`config.mk`:
```
export PLATFORM = sky130hd
export DESIGN_NAME = rs_dec_ingress_flat
export DESIGN_NICKNAME = d
export VERILOG_FILES = /design/src/rtl/rs_dec_ingress_pkg.sv /design/src/rtl/rs_dec_ingress_if.sv /design/src/rtl/rs_sync_fifo.sv /design/src/rtl/rs_dec_ingress.sv /design/src/flat_wrapper.sv
export SDC_FILE = /design/constraint.sdc
export NUM_CORES = 1
export LEC_CHECK = 0
export ABC_CLOCK_PERIOD_IN_PS = 3200
export BUFFER_PORTS_ARGS = -buffer_cell sky130_fd_sc_hd__buf_2
export CAP_MARGIN = 5
export CORE_ASPECT_RATIO = 0.9
export CORE_MARGIN = 4
export CORE_UTILIZATION = 25
export DETAILED_ROUTE_END_ITERATION = 10
export RECOVER_POWER = 25
export SYNTH_ARGS = -nofsm -noshare
export SYNTH_HDL_FRONTEND = slang
export SYNTH_SLANG_ARGS = --single-unit
```
`constraint.sdc`:
```
create_clock -name clk -period 3.2 [get_ports clk]
set_input_delay 0.64 -clock clk [delete_from_list [all_inputs] [get_ports clk]]
set_output_delay 0.64 -clock clk [all_outputs]
set_load 0.05 [all_outputs]
```
`src/rtl/rs_dec_ingress_pkg.sv`:
```
// Shared types and defaults for the RS decoder ingress block.
// Holds the FSM state type, default parameter values and the channel-index width helper.
package rs_pkg;

    typedef enum logic {
        IDLE = 1'b0,
        XFER = 1'b1
    } rs_state_e;

    localparam int RS_DATA_WIDTH = 8;
    localparam int RS_CH_NUM     = 4;
    localparam int RS_CW_LEN     = 16;
    localparam int RS_FIFO_DEPTH = 32;

    // A single channel still needs one bit so out_ch never collapses to zero width.
    function automatic int ch_idx_w(input int n);
        return (n > 1) ? $clog2(n) : 1;
    endfunction

endpackage

```
`src/rtl/rs_dec_ingress_if.sv`:
```
// Codeword output stream from the ingress block to the downstream RS decoder.
interface rs_dec_ingress_if import rs_pkg::*; #(
    parameter int DATA_WIDTH = RS_DATA_WIDTH,
    parameter int CH_W       = ch_idx_w(RS_CH_NUM)
);
    logic                  vld;
    logic                  rdy;
    logic [DATA_WIDTH-1:0] data;
    logic [CH_W-1:0]       ch;
    logic                  sof;
    logic                  eof;

    modport master (output vld, data, ch, sof, eof, input rdy);
    modport slave  (input vld, data, ch, sof, eof, output rdy);
endinterface

```
`src/rtl/rs_sync_fifo.sv`:
```
// Per-channel synchronous FIFO with show-ahead head register and occupancy count.
module rs_sync_fifo #(
    parameter int DATA_WIDTH = 8,
    parameter int DEPTH      = 32
) (
    input  logic                     clk,
    input  logic                     rstn,
    input  logic                     push,
    input  logic [DATA_WIDTH-1:0]    din,
    input  logic                     pop,
    output logic [DATA_WIDTH-1:0]    dout,
    output logic [$clog2(DEPTH):0]   count
);
    localparam int AW = $clog2(DEPTH);

    logic [DATA_WIDTH-1:0] mem [DEPTH];
    logic [AW-1:0]         wr_ptr_reg;
    logic [AW-1:0]         rd_ptr_reg;
    logic [AW-1:0]         rd_ptr_next;
    logic [AW:0]           count_reg;
    logic [DATA_WIDTH-1:0] head_reg;

    assign rd_ptr_next = pop ? rd_ptr_reg + 1'b1 : rd_ptr_reg;
    assign dout        = head_reg;
    assign count       = count_reg;

    always_ff @(posedge clk) begin
        if (push) begin
            mem[wr_ptr_reg] <= din;
        end
    end

    // Registered read of the next head; a write landing on that slot is bypassed.
    always_ff @(posedge clk) begin
        if (!rstn) begin
            head_reg <= '0;
        end else if (push && (wr_ptr_reg == rd_ptr_next)) begin
            head_reg <= din;
        end else begin
            head_reg <= mem[rd_ptr_next];
        end
    end

    always_ff @(posedge clk) begin
        if (!rstn) begin
            wr_ptr_reg <= '0;
            rd_ptr_reg <= '0;
            count_reg  <= '0;
        end else begin
            if (push) begin
                wr_ptr_reg <= wr_ptr_reg + 1'b1;
            end
            rd_ptr_reg <= rd_ptr_next;
            case ({push, pop})
                2'b10:   count_reg <= count_reg + 1'b1;
                2'b01:   count_reg <= count_reg - 1'b1;
                default: count_reg <= count_reg;
            endcase
        end
    end

endmodule

```
`src/rtl/rs_dec_ingress.sv`:
```
// Multi-channel ingress for an RS decoder: buffers words per channel and forwards
// whole codewords round-robin over a ready/valid stream.
module rs_dec_ingress import rs_pkg::*; #(
    parameter int DATA_WIDTH = RS_DATA_WIDTH,
    parameter int CH_NUM     = RS_CH_NUM,
    parameter int CW_LEN     = RS_CW_LEN,
    parameter int FIFO_DEPTH = RS_FIFO_DEPTH
) (
    input  logic                         clk,
    input  logic                         rstn,
    input  logic                         rs_ena,
    input  logic [CH_NUM-1:0]            rx_vld,
    input  logic [CH_NUM*DATA_WIDTH-1:0] rx_data,
    output logic [CH_NUM-1:0]            rx_ovf,
    output logic                         busy,
    rs_dec_ingress_if.master             out_bus
);
    localparam int CH_W  = ch_idx_w(CH_NUM);
    localparam int CNT_W = $clog2(FIFO_DEPTH) + 1;
    localparam int WC_W  = (CW_LEN > 1) ? $clog2(CW_LEN) : 1;
    localparam logic [CNT_W-1:0] DEPTH_C = CNT_W'(FIFO_DEPTH);
    localparam logic [CNT_W-1:0] CWLEN_C = CNT_W'(CW_LEN);

    rs_state_e             state_reg;
    logic [CH_W-1:0]       ch_reg;
    logic [CH_W-1:0]       last_reg;
    logic [WC_W-1:0]       wcnt_reg;
    logic                  vld_reg;
    logic                  sof_reg;
    logic                  eof_reg;
    logic [CH_NUM-1:0]     ovf_reg;

    logic [CH_NUM-1:0]     push;
    logic [CH_NUM-1:0]     pop;
    logic [CH_NUM-1:0]     drop;
    logic [CH_NUM-1:0]     eligible;
    logic [DATA_WIDTH-1:0] head  [CH_NUM];
    logic [CNT_W-1:0]      count [CH_NUM];

    logic                  grant_vld;
    logic [CH_W-1:0]       grant_ch;
    int                    grant_idx;

    generate
        for (genvar gi = 0; gi < CH_NUM; gi++) begin : g_ch
            assign push[gi]     = rx_vld[gi] && rs_ena && (count[gi] < DEPTH_C);
            assign drop[gi]     = rx_vld[gi] && rs_ena && (count[gi] == DEPTH_C);
            assign pop[gi]      = vld_reg && out_bus.rdy && (ch_reg == CH_W'(gi));
            assign eligible[gi] = count[gi] >= CWLEN_C;

            rs_sync_fifo #(
                .DATA_WIDTH (DATA_WIDTH),
                .DEPTH      (FIFO_DEPTH)
            ) u_fifo (
                .clk   (clk),
                .rstn  (rstn),
                .push  (push[gi]),
                .din   (rx_data[gi*DATA_WIDTH +: DATA_WIDTH]),
                .pop   (pop[gi]),
                .dout  (head[gi]),
                .count (count[gi])
            );
        end
    endgenerate

    // Scan offsets from farthest to nearest so the channel right after last grant wins.
    always_comb begin
        grant_vld = 1'b0;
        grant_ch  = '0;
        grant_idx = 0;
        for (int k = CH_NUM; k >= 1; k--) begin
            grant_idx = (int'(last_reg) + k) % CH_NUM;
            if (eligible[CH_W'(grant_idx)]) begin
                grant_vld = 1'b1;
                grant_ch  = CH_W'(grant_idx);
            end
        end
    end

    always_ff @(posedge clk) begin
        if (!rstn) begin
            ovf_reg <= '0;
        end else begin
            ovf_reg <= ovf_reg | drop;
        end
    end

    always_ff @(posedge clk) begin
        if (!rstn) begin
            state_reg <= IDLE;
            ch_reg    <= '0;
            last_reg  <= CH_W'(CH_NUM - 1);
            wcnt_reg  <= '0;
            vld_reg   <= 1'b0;
            sof_reg   <= 1'b0;
            eof_reg   <= 1'b0;
        end else begin
            case (state_reg)
                IDLE: begin
                    if (rs_ena && grant_vld) begin
                        state_reg <= XFER;
                        ch_reg    <= grant_ch;
                        wcnt_reg  <= '0;
                        vld_reg   <= 1'b1;
                        sof_reg   <= 1'b1;
                        eof_reg   <= (CW_LEN == 1);
                    end
                end
                XFER: begin
                    if (out_bus.rdy) begin
                        if (eof_reg) begin
                            state_reg <= IDLE;
                            last_reg  <= ch_reg;
                            vld_reg   <= 1'b0;
                            sof_reg   <= 1'b0;
                            eof_reg   <= 1'b0;
                        end else begin
                            wcnt_reg  <= wcnt_reg + 1'b1;
                            sof_reg   <= 1'b0;
                            eof_reg   <= (wcnt_reg == WC_W'(CW_LEN - 2));
                        end
                    end
                end
                default: state_reg <= IDLE;
            endcase
        end
    end

    assign rx_ovf       = ovf_reg;
    assign busy         = vld_reg;
    assign out_bus.vld  = vld_reg;
    assign out_bus.ch   = ch_reg;
    assign out_bus.sof  = sof_reg;
    assign out_bus.eof  = eof_reg;
    assign out_bus.data = vld_reg ? head[ch_reg] : '0;

endmodule

```
`src/flat_wrapper.sv`:
```
// flat-port wrapper written by rule: the top's interface ports become plain ports
module rs_dec_ingress_flat import rs_pkg::*;
#(
    parameter int DATA_WIDTH = RS_DATA_WIDTH,
    parameter int CH_NUM     = RS_CH_NUM,
    parameter int CW_LEN     = RS_CW_LEN,
    parameter int FIFO_DEPTH = RS_FIFO_DEPTH
)
  (clk, rstn, rs_ena, rx_vld, rx_data, rx_ovf, busy, out_bus_vld, out_bus_data, out_bus_ch, out_bus_sof, out_bus_eof, out_bus_rdy);
  rs_dec_ingress_if #(.DATA_WIDTH(DATA_WIDTH), .CH_W(2)) out_bus_i ();
  input  logic clk;
  input  logic rstn;
  input  logic rs_ena;
  input  logic [CH_NUM-1:0] rx_vld;
  input  logic [CH_NUM*DATA_WIDTH-1:0] rx_data;
  output logic [CH_NUM-1:0] rx_ovf;
  output logic busy;
  output wire logic [$bits(out_bus_i.vld)-1:0] out_bus_vld;
  output wire logic [$bits(out_bus_i.data)-1:0] out_bus_data;
  output wire logic [$bits(out_bus_i.ch)-1:0] out_bus_ch;
  output wire logic [$bits(out_bus_i.sof)-1:0] out_bus_sof;
  output wire logic [$bits(out_bus_i.eof)-1:0] out_bus_eof;
  input wire logic [$bits(out_bus_i.rdy)-1:0] out_bus_rdy;
  assign out_bus_vld = out_bus_i.vld;
  assign out_bus_data = out_bus_i.data;
  assign out_bus_ch = out_bus_i.ch;
  assign out_bus_sof = out_bus_i.sof;
  assign out_bus_eof = out_bus_i.eof;
  assign out_bus_i.rdy = out_bus_rdy;
  rs_dec_ingress #(.DATA_WIDTH(DATA_WIDTH), .CH_NUM(CH_NUM), .CW_LEN(CW_LEN), .FIFO_DEPTH(FIFO_DEPTH)) u_core (.clk(clk), .rstn(rstn), .rs_ena(rs_ena), .rx_vld(rx_vld), .rx_data(rx_data), .rx_ovf(rx_ovf), .busy(busy), .out_bus(out_bus_i));
endmodule
```
==> results of run 1 <==
==> power groups by stage <==
stage,clock [mW],sequential [mW],combinational (mW)
floorplan,0,16.6,0.218
global placement,0,16.6,0.599
detailed placement,0,16.6,0.616
CTS,13.5,16.3,0.617
global route,14.1,16.3,0.659
finish,13.2,16.3,0.601
==> Yosys cell counts, types with 14 or more instances <==
cell and n:
buf_1 31, dfxtp_1 112, nor4_1 34, or3_1 53
edfxtp_1 1024, mux4_2 80, o2111ai_1 25, o21ai_0 94
nor3_1 34, nor2_1 319, o32a_1 15, a31oi_1 43
a211oi_1 84, nor2b_1 32, nand2_1 367, nand4_1 60
o22ai_1 182, o221a_1 16, mux2_2 108, o221ai_1 137
nand3_1 116, ha_1 34, buf_2 69, nand2b_1 15
inv_1 22, o2111a_1 14, mux2i_1 343, xor2_1 37
clkbuf_1 200, xnor2_1 45, and2_1 16, a21o_1 15
a21oi_1 105
==> layout by cell type (no fill, tap or decap), types with 80 or more instances in the layout <==
cell type	count
a211oi_1	84
o21ai_0	94
mux2_2	108
o22ai_1	182
nand3_1	116
clkbuf_16	119
nand2_1	363
dfxtp_1	103
o221ai_1	137
nor2_1	319
mux4_2	80
mux2i_1	343
a21oi_1	105
edfxtp_1	1024
buf_4	258
==> metrics by stage <==
step / area (µm²) / hold slack (ps)
2_1_floorplan: 53300 / 462
3_3_place_gp: 58600 / 455
3_5_place_dp: 58600 / 459
4_1_cts: 62300 / 166
5_1_grt: 62300 / 255
6_report: 62300 / 237
==> final cells by class <==
class	instances	area [µm²]
fillers	21400	150000
flip-flops and latches	1136	33000
multi-input cells	2611	19000
well taps	2835	3550
clock buffers	184	3420
repair buffers	352	2900
clock inverters	32	270
inverters	30	113
diodes	5	12.5
==> final timing paths <==
kind | from | slack (ps) | cells past startpoint | endpoint
worst max-delay path | u_core.g_ch[2].u_fifo.rd_ptr_reg[1] | 160 | 8 | u_core.g_ch[2].u_fifo.dout[4]
worst min-delay path | rx_vld[2] | 240 | 3 | u_core.rx_ovf[2]
worst max register to register | u_core.g_ch[2].u_fifo.rd_ptr_reg[1] | 160 | 8 | u_core.g_ch[2].u_fifo.dout[4]
worst min register to register | u_core.rx_ovf[1] | 480 | 2 | u_core.rx_ovf[1]
==> kinds of logic after synthesis <==
family / Yosys count
AO/OA/AOI/OAI: 845
XOR/XNOR: 84
adder cells (fa/ha/maj): 34
buffers and inverters: 344
flip-flops: 1136
multiplexers: 531
AND/OR/NAND/NOR: 1117
==> worst max-delay path, delay by kind of cell (launching register included) <==
kind	cells	cell delay, ps
DFF	1	330
muxes	2	530
AOI/OAI and AO/OA	2	890
and+or+nand+nor	2	220
buffers and inverters	2	920
==> layer usage <==
layer | vias to the layer above | GRT usage | wire length [µm]
li1 | 16500 | - | -
met1 | 18200 | 0.170 | 62100
met2 | 1158 | 0.208 | 68400
met3 | 230 | 0.0183 | 8770
met4 | 6 | 0.0374 | 3950
met5 | - | 0 | 37
==> tab_implementation.tex, run 1 <==
\begin{tabular}{lr}
\hline
Metric & Value \\
\hline
\multicolumn{2}{l}{\textbf{Status}} \\
\quad Result of the run & finished with violations \\
\quad Failing checks & capacitance limit, slew limit \\
\multicolumn{2}{l}{\textbf{Clock tree}} \\
\quad Clock transition at the registers of the reported paths & 60 ps \\
\quad Post-CTS Hold Buffers & 0 \\
\quad Post-cts resize count & 0 \\
\quad Total CTS buffers & 116 \\
\quad Root cell of the clock tree & clkbuf\_16 \\
\quad CTS tree & done \\
\quad Total number of H-tree levels & 3 \\
\quad Num Clock Sinks & 1136 \\
\quad Latest clock arrival within the worst-skew pair & 730 ps \\
\quad Maximum buffer depth of the clock tree & 3 \\
\quad Postcts setup bufs & 0 \\
\multicolumn{2}{l}{\textbf{Power}} \\
\quad Pwr Density & 484 mW/mm² \\
\quad Net switching power figure & 6.15 mW \\
\quad Internal power contribution & 24.0 mW \\
\quad Proportion of total power due to net switching & 0.204 \\
\quad Static Leak & 19.2 nW \\
\quad Clock group share of total power & 0.439 \\
\quad Sequential fraction of design power & 0.541 \\
\quad Final total power & 30.1 mW \\
\quad Highest ir drop seen on vdd & 0.407 mV \\
\quad Share of total power in combinational logic & 0.020 \\
\multicolumn{2}{l}{\textbf{Drt}} \\
\quad Number of design-rule violations left by the first detailed-router iteration & 3090 \\
\quad Routed Wire Length & 143000 µm \\
\quad Routed via count & 36000 \\
\quad Number of nets with antenna violations after routing & 0 \\
\quad Per-cell via count in the routed design & 5.01 \\
\quad Detailed-route DRC error count & 0 \\
\quad Length of the first detailed-routing pass in iterations & 5 \\
\quad Post-DR wirelength/cell & 19.9 µm \\
\multicolumn{2}{l}{\textbf{Critical path}} \\
\quad Critical path capture point type & flip-flop \\
\quad Maximum cell stage delay along the critical path & 710 ps \\
\quad Arrival time reported for the critical path endpoint & 3650 ps \\
\quad Critical path peak fanout & 40 \\
\quad Req. time, crit path & 3820 ps \\
\quad Category of the most critical setup path & reg -> reg \\
\quad Most frequent CP cell & buf\_4 \\
\quad Startpoint type of the worst setup path & flip-flop \\
\quad Worst-path cell with the longest stage delay & a2111oi\_0 \\
\quad Ordered cell list for the critical path & buf\_4, buf\_4, mux2i\_1, mux4\_2, nor2\_1, a2111oi\_0, nand4\_1, o211a\_1 \\
\multicolumn{2}{l}{\textbf{STA}} \\
\quad Final number of setup-violating endpoints & 0 \\
\quad Unrepaired setup endpoints after global routing & false \\
\quad Final worst-path setup slack & 165 ps \\
\quad Final Hold Viols & 0 \\
\quad Worst clock skew & 30.0 ps \\
\quad Final worst path period share & 0.949 \\
\quad Final setup TNS & 0 ps \\
\quad Minimum clock period after layout & 3040 ps \\
\quad Achievable Freq & 329 MHz \\
\quad Worst-margin pin slew & 1780 ps \\
\quad Headroom to the max-slew limit & -0.184 \\
\quad Pins over their slew limit & 510 \\
\multicolumn{2}{l}{\textbf{Synth}} \\
\quad Total nets after synthesis & 4165 \\
\quad Share of cell area taken by muxes after synthesis & 0.121 \\
\quad Number of unique standard cell types used by synthesis & 83 \\
\quad Synth warnings & 0 \\
\quad Async set or reset register ratio after synthesis & 0 \\
\quad Average cell area after synthesis & 13.0 µm² \\
\quad Complex-gate fraction of the synthesized area & 0.113 \\
\quad Total standard cell area after synthesis & 0.0533 mm² \\
\quad Count of state elements after synthesis & 1136 \\
\quad Post-synthesis share of cell area spent on full adders, half adders and majority gates & 0.00798 \\
\quad Post-Synth XOR/XNOR Area & 0.0144 \\
\quad Share of the yosys chip area belonging to registers & 0.619 \\
\quad Yosys top cell area share & 0.577 \\
\quad Dominant combinational cell family by area after synthesis & multiplexers \\
\quad Prevailing post-synth register cell & edfxtp\_1 \\
\quad Synthesized instance count & 4091 \\
\quad Post-synthesis simple-gate area fraction & 0.0980 \\
\quad Post-synthesis cell type with the largest combined area & edfxtp\_1 \\
\quad Number of flops mapped to enable cells by yosys & 1024 \\
\quad Cells taking the most area after synthesis & edfxtp\_1, mux2i\_1, dfxtp\_1 \\
\multicolumn{2}{l}{\textbf{Place}} \\
\quad Worst setup slack after placement & -205 ps \\
\quad Last weighted congestion value of the routability-driven placer & 0.840 \\
\quad Half-perimeter wire length after detailed placement & 90700 µm \\
\quad \# port buffers & 57 \\
\quad Placed insts & 6963 \\
\multicolumn{2}{l}{\textbf{Global route}} \\
\quad Largest net degree at the start of global routing & 108 \\
\quad First-pass GRT wire length & 218000 µm \\
\quad Total grt overflow & 0 \\
\quad Initial antenna violation count & 19 \\
\quad GRT Resource Usage Total & 0.126 \\
\quad Vias in the first global route & 35200 \\
\multicolumn{2}{l}{\textbf{Job}} \\
\quad Max Cap Violations & 15 \\
\multicolumn{2}{l}{\textbf{Cells and area}} \\
\quad Layout Cells excl Fill & 7185 \\
\quad Area growth from synthesis to layout & 16.7\% \\
\quad Flip-flop count of the largest register, all copies and words added & 1024 \\
\quad Ratio of cells with drive above 1 in the final layout & 0.170 \\
\quad Net count reported at finish & 4321 \\
\quad Post-layout utilization of the core & 0.294 \\
\multicolumn{2}{l}{\textbf{Floorplanning}} \\
\quad Core region area & 0.212 mm² \\
\quad DIE HEIGHT & 446 µm \\
\quad I/O pin cnt & 58 \\
\quad Die width & 495 µm \\
\quad Full die area & 0.221 mm² \\
\quad Initial standard-cell utilization of the core & 0.252 \\
\quad Rows & 160 \\
\multicolumn{2}{l}{\textbf{Worst hold path}} \\
\quad Type of the tightest min-delay check & in -> reg \\
\hline
\end{tabular}
Power figures use the tool's default switching activity.
==> run 2: changes to the inputs <==
CORE_ASPECT_RATIO = default   (was 0.9)
CORE_MARGIN = default   (was 4)
==> tab_implementation.tex, run 2 (synthesis results as in run 1) <==
\begin{tabular}{lr}
\hline
Metric & Value \\
\hline
\multicolumn{2}{l}{\textbf{Cells and area}} \\
\quad Flip-flop count of the largest register, all copies and words added & 1024 \\
\quad Area growth from synthesis to layout & 17.6\% \\
\quad Ratio of cells with drive above 1 in the final layout & 0.180 \\
\quad Fillcell total & 21200 \\
\quad Most frequent standard cell in the layout excluding fill and tap cells & edfxtp\_1 \\
\quad Layout Cells excl Fill & 7215 \\
\quad Net count reported at finish & 4371 \\
\quad Commonest cells after routing, fill and taps aside & edfxtp\_1, nand2\_1, mux2i\_1 \\
\multicolumn{2}{l}{\textbf{Status}} \\
\quad Failing checks & DRC, capacitance limit, slew limit \\
\quad Result of the run & finished with violations \\
\multicolumn{2}{l}{\textbf{Power}} \\
\quad Pwr Density & 482 mW/mm² \\
\quad Highest ir drop seen on vdd & 0.392 mV \\
\quad Final total power & 30.2 mW \\
\quad Static Leak & 19.4 nW \\
\multicolumn{2}{l}{\textbf{Clock tree}} \\
\quad CTS tree & done \\
\quad Total number of H-tree levels & 3 \\
\quad Num Clock Sinks & 1136 \\
\quad Latest clock arrival within the worst-skew pair & 740 ps \\
\quad Post-CTS Hold Buffers & 0 \\
\quad Total CTS buffers & 113 \\
\quad Root cell of the clock tree & clkbuf\_16 \\
\quad Clock transition at the registers of the reported paths & 60 ps \\
\quad Maximum buffer depth of the clock tree & 3 \\
\multicolumn{2}{l}{\textbf{Drt}} \\
\quad Post-DR wirelength/cell & 20.0 µm \\
\quad Number of nets with antenna violations after routing & 0 \\
\quad Routed via count & 36200 \\
\quad Detailed-route DRC error count & 12 \\
\quad Length of the first detailed-routing pass in iterations & 10 \\
\quad Number of design-rule violations left by the first detailed-router iteration & 3473 \\
\quad Routed Wire Length & 144000 µm \\
\quad Per-cell via count in the routed design & 5.02 \\
\multicolumn{2}{l}{\textbf{Global route}} \\
\quad Largest net degree at the start of global routing & 108 \\
\quad Total grt overflow & 0 \\
\quad Vias in the first global route & 35300 \\
\quad First-pass GRT wire length & 219000 µm \\
\quad Initial antenna violation count & 7 \\
\quad GRT Resource Usage Total & 0.130 \\
\multicolumn{2}{l}{\textbf{Floorplanning}} \\
\quad Core region area & 0.212 mm² \\
\quad I/O pin cnt & 58 \\
\quad Rows & 169 \\
\quad Die width & 464 µm \\
\quad DIE HEIGHT & 464 µm \\
\quad Full die area & 0.215 mm² \\
\quad Initial standard-cell utilization of the core & 0.251 \\
\multicolumn{2}{l}{\textbf{Place}} \\
\quad Last weighted congestion value of the routability-driven placer & 0.927 \\
\quad Placed insts & 7001 \\
\quad Half-perimeter wire length after detailed placement & 92800 µm \\
\quad \# port buffers & 57 \\
\multicolumn{2}{l}{\textbf{Critical path}} \\
\quad Critical path peak fanout & 9 \\
\quad Launch instance of the worst register-to-register path & u\_core.busy \\
\quad Startpoint type of the worst setup path & flip-flop \\
\quad Critical path capture point type & primary output \\
\quad Category of the most critical setup path & reg -> out \\
\quad Worst setup path startpoint & u\_core.out\_bus.ch[1] \\
\quad Arrival time reported for the critical path endpoint & 2360 ps \\
\quad Req. time, crit path & 2560 ps \\
\multicolumn{2}{l}{\textbf{STA}} \\
\quad Worst clock skew & 47.4 ps \\
\quad Achievable Freq & 333 MHz \\
\quad Headroom to the max-slew limit & -0.273 \\
\quad Final number of setup-violating endpoints & 0 \\
\quad Final Hold Viols & 0 \\
\quad Unrepaired setup endpoints after global routing & false \\
\quad Pins over their slew limit & 466 \\
\quad Minimum clock period after layout & 3000 ps \\
\quad Post-Route Hold Slack & 282 ps \\
\quad Final worst path period share & 0.939 \\
\quad Worst-margin pin slew & 1910 ps \\
\quad Final setup TNS & 0 ps \\
\multicolumn{2}{l}{\textbf{Worst hold path}} \\
\quad Startpoint of the tightest hold check path & rx\_vld[3] \\
\quad Type of the tightest min-delay check & in -> reg \\
\multicolumn{2}{l}{\textbf{Job}} \\
\quad Max Cap Violations & 14 \\
\hline
\end{tabular}
run 2: metal layers:
layer / share of wire / GRT usage / wire length, µm / vias to the layer above
met1: 0.43 / 0.172 / 62200 / 18200
met4: 0.042 / 0.0562 / 6000 / 10
li1: - / - / - / 16500
met5: 0.00047 / 0 / 68 / -
met3: 0.056 / 0.0172 / 8040 / 262
met2: 0.47 / 0.214 / 68200 / 1210
run 2: worst max-delay path: stages (launching register included):
cell	delay, ps
dfxtp_2	500
buf_4	230
mux4_2	190
and2_1	370
buf_2	340
run 2: area by class of cell:
cell class,count,area (µm²),share of cell area
Multi-Input combinational cell,2611,19000,0.303
Antenna cell,4,10.0,0.000160
Clock inverter,63,636,0.0101
Timing Repair Buffer,405,3410,0.0544
Clock buffer,145,3030,0.0483
Tap cell,2821,3530,0.0563
Inverter,30,113,0.00180
Sequential cell,1136,33000,0.526
run 2: power breakdown:
group	internal, mW	switching [mW]
registers	16.2	0.0810
logic	0.155	0.480
clock network	7.55	5.71
total	23.9	6.27
run 2: what timing repair did:
item                                   4_1_cts  5_1_grt
setup endpoints to repair                    7        2
pin swaps                                    0        0
endpoints found under the hold margin        0        0
resized for setup                            5        2
setup buffers                                2        0
run 2: final timing paths:
kind | endpoint | slack (ps) | cells after the start
worst max register to register | u_core.g_ch[2].u_fifo.dout[4] | 200 | 11
worst max-delay path | out_bus_data[2] | 200 | 4
worst min-delay path | u_core.rx_ovf[3] | 280 | 3
worst min register to register | u_core.out_bus.eof | 520 | 2
run 2: through the flow:
step / util / area (µm²) / setup WS (ps)
floorplan: - / 53300 / 3.37
global placement: 0.278 / 59100 / -165
global route: 0.296 / 62700 / 36.4
detailed placement: 0.278 / 59100 / -188
finish: 0.296 / 62700 / 196
CTS: 0.296 / 62700 / 131
